`src/rtl/onehot_reg_bank.sv`:
```
// Register bank written through one-hot strobes from the address decoder, with two
// combinational read ports, write-through bypass and one-hot contract policing.
module onehot_reg_bank #(
    parameter int unsigned XLEN     = 32,
    parameter int unsigned ADDR_W   = 5,
    parameter int unsigned ZERO_REG = 1
) (
    input  logic                  clk,
    input  logic                  rst,
    input  logic [2**ADDR_W-1:0]  wr_sel,
    input  logic [XLEN-1:0]       wr_data,
    input  logic [ADDR_W-1:0]     rs1_addr,
    input  logic [ADDR_W-1:0]     rs2_addr,
    output logic [XLEN-1:0]       rs1_data,
    output logic [XLEN-1:0]       rs2_data,
    output logic                  wr_ack,
    output logic                  wr_err,
    output logic                  err_sticky,
    output logic [15:0]           wr_count
);

    localparam int unsigned NREGS = 2**ADDR_W;

    logic [XLEN-1:0] regs_q [NREGS];
    logic            wr_ack_q, wr_err_q, err_sticky_q;
    logic [15:0]     wr_count_q;

    logic is_zero, is_onehot, is_multi;

    // Clearing the lowest set bit leaves zero only for a single-bit vector.
    always_comb begin
        is_zero   = (wr_sel == '0);
        is_onehot = !is_zero && ((wr_sel & (wr_sel - 1'b1)) == '0);
        is_multi  = !is_zero && !is_onehot;
    end

    always_ff @(posedge clk or posedge rst) begin
        if (rst) begin
            for (int i = 0; i < NREGS; i++) begin
                regs_q[i] <= '0;
            end
            wr_ack_q     <= 1'b0;
            wr_err_q     <= 1'b0;
            err_sticky_q <= 1'b0;
            wr_count_q   <= '0;
        end else begin
            for (int i = 0; i < NREGS; i++) begin
                if (is_onehot && wr_sel[i] && !(i == 0 && ZERO_REG != 0)) begin
                    regs_q[i] <= wr_data;
                end
            end
            wr_ack_q     <= is_onehot;
            wr_err_q     <= is_multi;
            err_sticky_q <= err_sticky_q | is_multi;
            // A discarded write to the zero register still counts as accepted.
            if (is_onehot) begin
                wr_count_q <= wr_count_q + 16'd1;
            end
        end
    end

    always_comb begin
        rs1_data = regs_q[rs1_addr];
        if (is_onehot && wr_sel[rs1_addr]) begin
            rs1_data = wr_data;
        end
        if (ZERO_REG != 0 && rs1_addr == '0) begin
            rs1_data = '0;
        end

        rs2_data = regs_q[rs2_addr];
        if (is_onehot && wr_sel[rs2_addr]) begin
            rs2_data = wr_data;
        end
        if (ZERO_REG != 0 && rs2_addr == '0) begin
            rs2_data = '0;
        end
    end

    assign wr_ack     = wr_ack_q;
    assign wr_err     = wr_err_q;
    assign err_sticky = err_sticky_q;
    assign wr_count   = wr_count_q;

endmodule
```
`config.mk`:
```
export PLATFORM = sky130hd
export DESIGN_NAME = onehot_reg_bank
export DESIGN_NICKNAME = d
export VERILOG_FILES = /design/src/rtl/onehot_reg_bank.sv
export SDC_FILE = /design/constraint.sdc
export NUM_CORES = 2
export LEC_CHECK = 0
export CAP_MARGIN = 20
export CORE_ASPECT_RATIO = 1.75
export CORE_UTILIZATION = 50
export CTS_CLUSTER_DIAMETER = 30
export CTS_CLUSTER_SIZE = 24
export DETAILED_ROUTE_END_ITERATION = 10
export GPL_TIMING_DRIVEN = 0
export PLACE_DENSITY_LB_ADDON = 0.2
export SETUP_SLACK_MARGIN = 0.1
export SYNTH_ARGS = -nofsm -noshare
export SYNTH_HDL_FRONTEND = slang
export SYNTH_SLANG_ARGS = --single-unit
```
`constraint.sdc`:
```
create_clock -name clk -period 47.8 [get_ports clk]
set_input_delay 9.56 -clock clk [delete_from_list [all_inputs] [get_ports clk]]
set_output_delay 9.56 -clock clk [all_outputs]
set_load 0.05 [all_outputs]
```
== After elaboration in Yosys (flattened, before gate mapping) ==
Cells that the tools add are included.

* Bitwise logic cells: 4
* Order comparisons: 4
* Add/sub/neg operators: 2
* Mux-type cells: 14
* Reduce and logical (&&, ||, !) cells: 41

{| class="wikitable"
|+ Operators with widths
! cell !! number
|-
| $bmux W32 S5 || 2
|-
| $mux W32 || 8
|-
| $logic_not A32 Y1 || 2
|-
| $logic_and A1 B1 Y1 || 35
|-
| $and A32 B32 Y32 || 1
|-
| $sub A32 B1 Y32 const B || 1
|-
| $add A16 B1 Y16 const B || 1
|-
| $ge A6 B6 Y1 const B || 2
|-
| $lt A5 B6 Y1 const B || 2
|-
| $not A5 Y6 || 2
|-
| $bmux W1 S5 || 2
|-
| $logic_not A5 Y1 || 2
|-
| $logic_not A1 Y1 || 2
|-
| $mux W1 || 2
|-
| $or A1 B1 Y1 || 1
|}

* Output and inout port bits: 83
* Input port bits: 76
* Register bits after elaboration: 1,011
* Word-level logic and storage cells: 100

== Depth between registers and ports, before layout ==
* Depth after elaboration: 7
* Mapped depth: 12
* Gate-level depth less buffers: 7

== Worst setup path before layout ==
OpenSTA, ideal clock, no wires.

* Path type: input-to-output
* From: input rs2_addr[1]
* To: output rs2_data[22]
* Path buffers: 3
* Slack: 25.296 ns
* Data required time: 38.240 ns
* Data arrival time: 12.944 ns
* Stages on the path: 9
* Cell sequence: buf_1 -> mux4_2 -> mux4_2 -> mux2_2 -> and2_1 -> clkbuf_1 -> and2_1 -> clkbuf_1 -> o21ai_0

* Longest elaborated chain between the ends: 6
* Elaborated cells on any way between the ends: 10
* Classes of those cells: 7 x mux; 1 x bitwise; 2 x reduce/logical

{| class="wikitable"
|+ Ends and longest elaborated chain
! element !! line !! text
|-
| start: declaration || 13 || <nowiki>input logic [ADDR_W-1:0] rs2_addr,</nowiki>
|-
| $not A5 Y6 (implied by the code) || 71 || <nowiki>rs2_data = regs_q[rs2_addr];</nowiki>
|-
| $bmux W32 S5 || 71 ||
|-
| $mux W32 (implied by the code) (2 in a row) || 71 ||
|-
| $mux W32 || 72 || <nowiki>if (is_onehot && wr_sel[rs2_addr]) begin</nowiki>
|-
| $mux W32 (*) || 75 || <nowiki>if (ZERO_REG != 0 && rs2_addr == '0) begin</nowiki>
|-
| end: declaration || 15 || <nowiki>output logic [XLEN-1:0] rs2_data,</nowiki>
|}

Mark *: on every way between the ends. The rest lies on a longest branch, timed or not. The select of a mux whose other input is x is not followed.

== Final worst setup path ==
* From: input rs1_addr[0]
* To: output rs1_data[30]

* Longest elaborated chain between the ends: 6
* Elaborated cells on any way between the ends: 10
* Classes of those cells: 7 x mux; 1 x bitwise; 2 x reduce/logical

{| class="wikitable"
|+ Ends and longest elaborated chain
! element !! line !! text
|-
| start: declaration || 12 || <nowiki>input logic [ADDR_W-1:0] rs1_addr,</nowiki>
|-
| $not A5 Y6 (implied by the code) || 63 || <nowiki>rs1_data = regs_q[rs1_addr];</nowiki>
|-
| $bmux W32 S5 || 63 ||
|-
| $mux W32 (implied by the code) (2 in a row) || 63 ||
|-
| $mux W32 || 64 || <nowiki>if (is_onehot && wr_sel[rs1_addr]) begin</nowiki>
|-
| $mux W32 (*) || 67 || <nowiki>if (ZERO_REG != 0 && rs1_addr == '0) begin</nowiki>
|-
| end: declaration || 14 || <nowiki>output logic [XLEN-1:0] rs1_data,</nowiki>
|}

Marks and branches as above.

==> reports/summary.md <==
* 0.601 — post-route core utilization
* 0 — Final Hold Viols
* 60100 sq um — placed inst area
* 45 — Cell variety after synth
* output port — endpoint class of the critical path
* 0 — residual DRC count
* 7 — Critical path buffers and inverters
* 0.979 — weighted congestion reported at the end of routability-driven placement
* 160 — Std-Cell Rows
* 126 — pin count of the biggest net entering global routing
* 16040 ps — critical path data arrival time
* 0.132 — Slew Limit Headroom
* sky130_fd_sc_hd__dfrtp_1 — most numerous cell in the Yosys netlist
* 0.459 — fraction of synthesized cell area taken by the top area cell type
* 112000 sq um — die area
* sky130_fd_sc_hd__clkbuf_1 — CP dominant cell by count
* 6.96 — vias per inst
* 253 um — Horiz. Die Dim
* 0.536 — post-route clock period utilization
* 3 — Clock Path Buffers
* 1011 x sky130_fd_sc_hd__dfrtp_1, 1007 x sky130_fd_sc_hd__mux2_2, 596 x sky130_fd_sc_hd__mux4_2, 267 x sky130_fd_sc_hd__clkbuf_1, 74 x sky130_fd_sc_hd__nand4_1 — top post-synthesis cells by count
* 206 mm — aggregate routed wire length
* 3963 — nets@finish
* sky130_fd_sc_hd__dfrtp_1 46%, sky130_fd_sc_hd__mux4_2 24%, sky130_fd_sc_hd__mux2_2 21% — Synth area leaders
* in -> out — type of the worst setup path
* 38240 ps — Req. time, crit path
* 0 — remaining number of nets flagged by the antenna check after routing
* 0.506 — layout cell share with drive strength beyond 1
* 441 um — Die Y
* 0.506 — effective utilization at floorplan
* 0 — post-CTS setup repair buffer count
* 790 ps — worst-skew pair later-pin latency
* 38.1 uV — worst-case vdd ir drop
* 55100 sq um — post-synthesis cell area
* 0.379 — total track usage
* 1011 — flip-flop and latch count after synthesis
* sky130_fd_sc_hd__dfrtp_1 — library cell with the largest summed area after synthesis
* sky130_fd_sc_hd__dfrtp_1 — dominant register cell in the synthesized netlist
* 4 — H-tree depth
* 155 — count of buffers inserted at the top-level ports
* 0 — number of flops mapped to enable cells by yosys
* 1011 — CTS sink count
* 5474 — number of cells in the finished layout apart from fillers
* 291 mm — first-pass GRT wire length
* reg -> reg — min-delay worst type
* 37.7 um — routed wire length per instance
* 25300 sq um — Register Area
* 148 — number of buffers created by CTS
* no — setup repair after global routing missed its margin
* 148 mm — post-DP HPWL
* 3477 — Post-Syn Instances
* 1300 ps — transition time at the pin with the least slew margin
* 25600 ps — fin crit period
* 18.9% — area overhead of the layout relative to synthesis
* 0 — reported max-cap violation count
* sky130_fd_sc_hd__clkbuf_16 — root buffer selected by CTS
* 0.0391 GHz — highest clock frequency the design can meet
* clkdlybuf4s50_1 -> clkbuf_1 -> clkbuf_1 -> buf_1 -> clkbuf_1 -> nor3_1 -> nand2_1 -> clkbuf_1 -> nand4_1 -> o21ai_0 -> clkdlybuf4s50_1 — critical-path cell list
* sky130_fd_sc_hd__clkdlybuf4s50_1 — Crit-path slowest cell
* 28300 sq um — area used by multi-input combinational logic
* 6 — length of the first detailed-routing pass in iterations
* 11 — number of antenna violations at the first check in global routing
* 65500 sq um — fin area
* 40000 — vias in the first global route
* 32 — number of synthesis warnings
* complete, no violations — result of the run
* 0 — number of max-slew violations in the final report
* 7.87 ps — Layout Skew
* 1.00 — fraction of registers with async set/reset
* 15.8 sq um — mean instance size in the synthesized netlist
* 3554 — Net Count, Synth
* 10 — largest fanout on the critical path
* 4139 — DR iter-0 viols
* 0.459 — register area share after synthesis
* 109000 sq um — Core ar.
* 8338 — Layout fillers
* 0 — number of hold buffers added after CTS
* 0 — Setup-failing EPs final
* primary input — kind of launch point of the worst setup path
* 38100 — number of vias after detailed routing
* 950 ps — CP max stage delay
* 50 ps — register clock-pin slew on the reported worst setup and hold paths
* 33.0 nW/um^2 — PD cells
* 0 — total gr overflow
* buffers and inverters — largest delay contributor family on the critical path
* done — CTS tree
* 5187 — Placed Instances
* 0 — count of cells resized by post-cts repair
* 159 — # IOs
* 29.9 nW — static power due to leakage
## per-stage QoR
step	setup slack (ps)	hold WS (ps)	setup TNS (ps)	total power, mW
after floorplan	9790	475	0	0.944
after global placement	-2560	462	-2368430	1.00
after detailed placement	22440	465	0	1.01
after CTS	22480	475	0	2.16
after global routing	22200	522	0	2.20
final	22200	477	0	2.16
## flip-flops by register name, summed over array words and instances (netlist names)
signal / flops
regs_q: 992
wr_ack: 1
wr_err: 1
err_sticky: 1
wr_count: 16
## logic make-up after synthesis
group / synth area share
xor+xnor: 0.00238
buf+inv: 0.0277
flops: 0.459
fa+ha+maj: 0.000227
mux: 0.472
compound gates: 0.0192
simple gates: 0.0197
## report_power, final
part | switching [mW] | leakage (nW) | internal, mW
logic | 0.101 | 13.3 | 0.0449
clock network | 0.432 | 2.54 | 0.724
registers | 0.00000000393 | 14.1 | 0.857
## layout by cell type (no fill, tap or decap), types with 15 or more instances in the layout
master                            netlist  routed
sky130_fd_sc_hd__mux4_2               596     596
sky130_fd_sc_hd__nand3_1               38      38
sky130_fd_sc_hd__buf_2                 48      54
sky130_fd_sc_hd__dfrtp_1             1011    1011
sky130_fd_sc_hd__a22o_1                62      62
sky130_fd_sc_hd__clkbuf_16              0     155
sky130_fd_sc_hd__clkbuf_8               0      19
sky130_fd_sc_hd__o21ai_0               68      68
sky130_fd_sc_hd__nand4_1               74      74
sky130_fd_sc_hd__buf_8                  0      82
sky130_fd_sc_hd__nor2_1                15      15
sky130_fd_sc_hd__mux2_2              1007    1007
sky130_fd_sc_hd__mux2i_1               64      64
sky130_fd_sc_hd__nand2_1               16      16
sky130_fd_sc_hd__buf_1                 71      65
sky130_fd_sc_hd__clkinv_2               0      19
sky130_fd_sc_hd__clkdlybuf4s50_1        0     155
sky130_fd_sc_hd__bufinv_16              0      19
sky130_fd_sc_hd__buf_16                 0      16
sky130_fd_sc_hd__mux2_1                52      52
sky130_fd_sc_hd__clkbuf_1             267     277
## worst paths after layout
| kind | startpoint | to | slack [ps] | cells after the start |
|---|---|---|---|---|
| setup / recovery | rs1_addr[0] | rs1_data[30] | 22200 | 11 |
| hold / removal | wr_count[15] | wr_count[15] | 480 | 1 |
| setup reg to reg | wr_count[2] | wr_count[14] | 45980 | 7 |
| hold reg to reg | wr_count[15] | wr_count[15] | 480 | 1 |
| max in group asynchronous | rst | regs_q[859] | 36130 | 6 |
| min in group asynchronous | rst | regs_q[176] | 9210 | 2 |
## layout make-up
type / instances / share of cell area
clock buffers: 189 / 0.0637
well taps: 1458 / 0.0278
inverters: 1 / 0.000172
flip-flops and latches: 1011 / 0.386
clock inverters: 79 / 0.0159
multi-input cells: 2077 / 0.432
diodes: 12 / 0.000458
repair buffers: 259 / 0.0504
plain buffers: 388 / 0.0235
## per-layer routing
layer / global-route usage / vias up / share of wire
met1: 0.423 / 20300 / 0.33
met3: 0.110 / 859 / 0.088
met4: 0.309 / 6 / 0.095
met2: 0.605 / 2315 / 0.48
met5: 0 / - / 0.00019
li1: - / 14600 / -
Note: power is estimated with default switching activity, not from simulation.
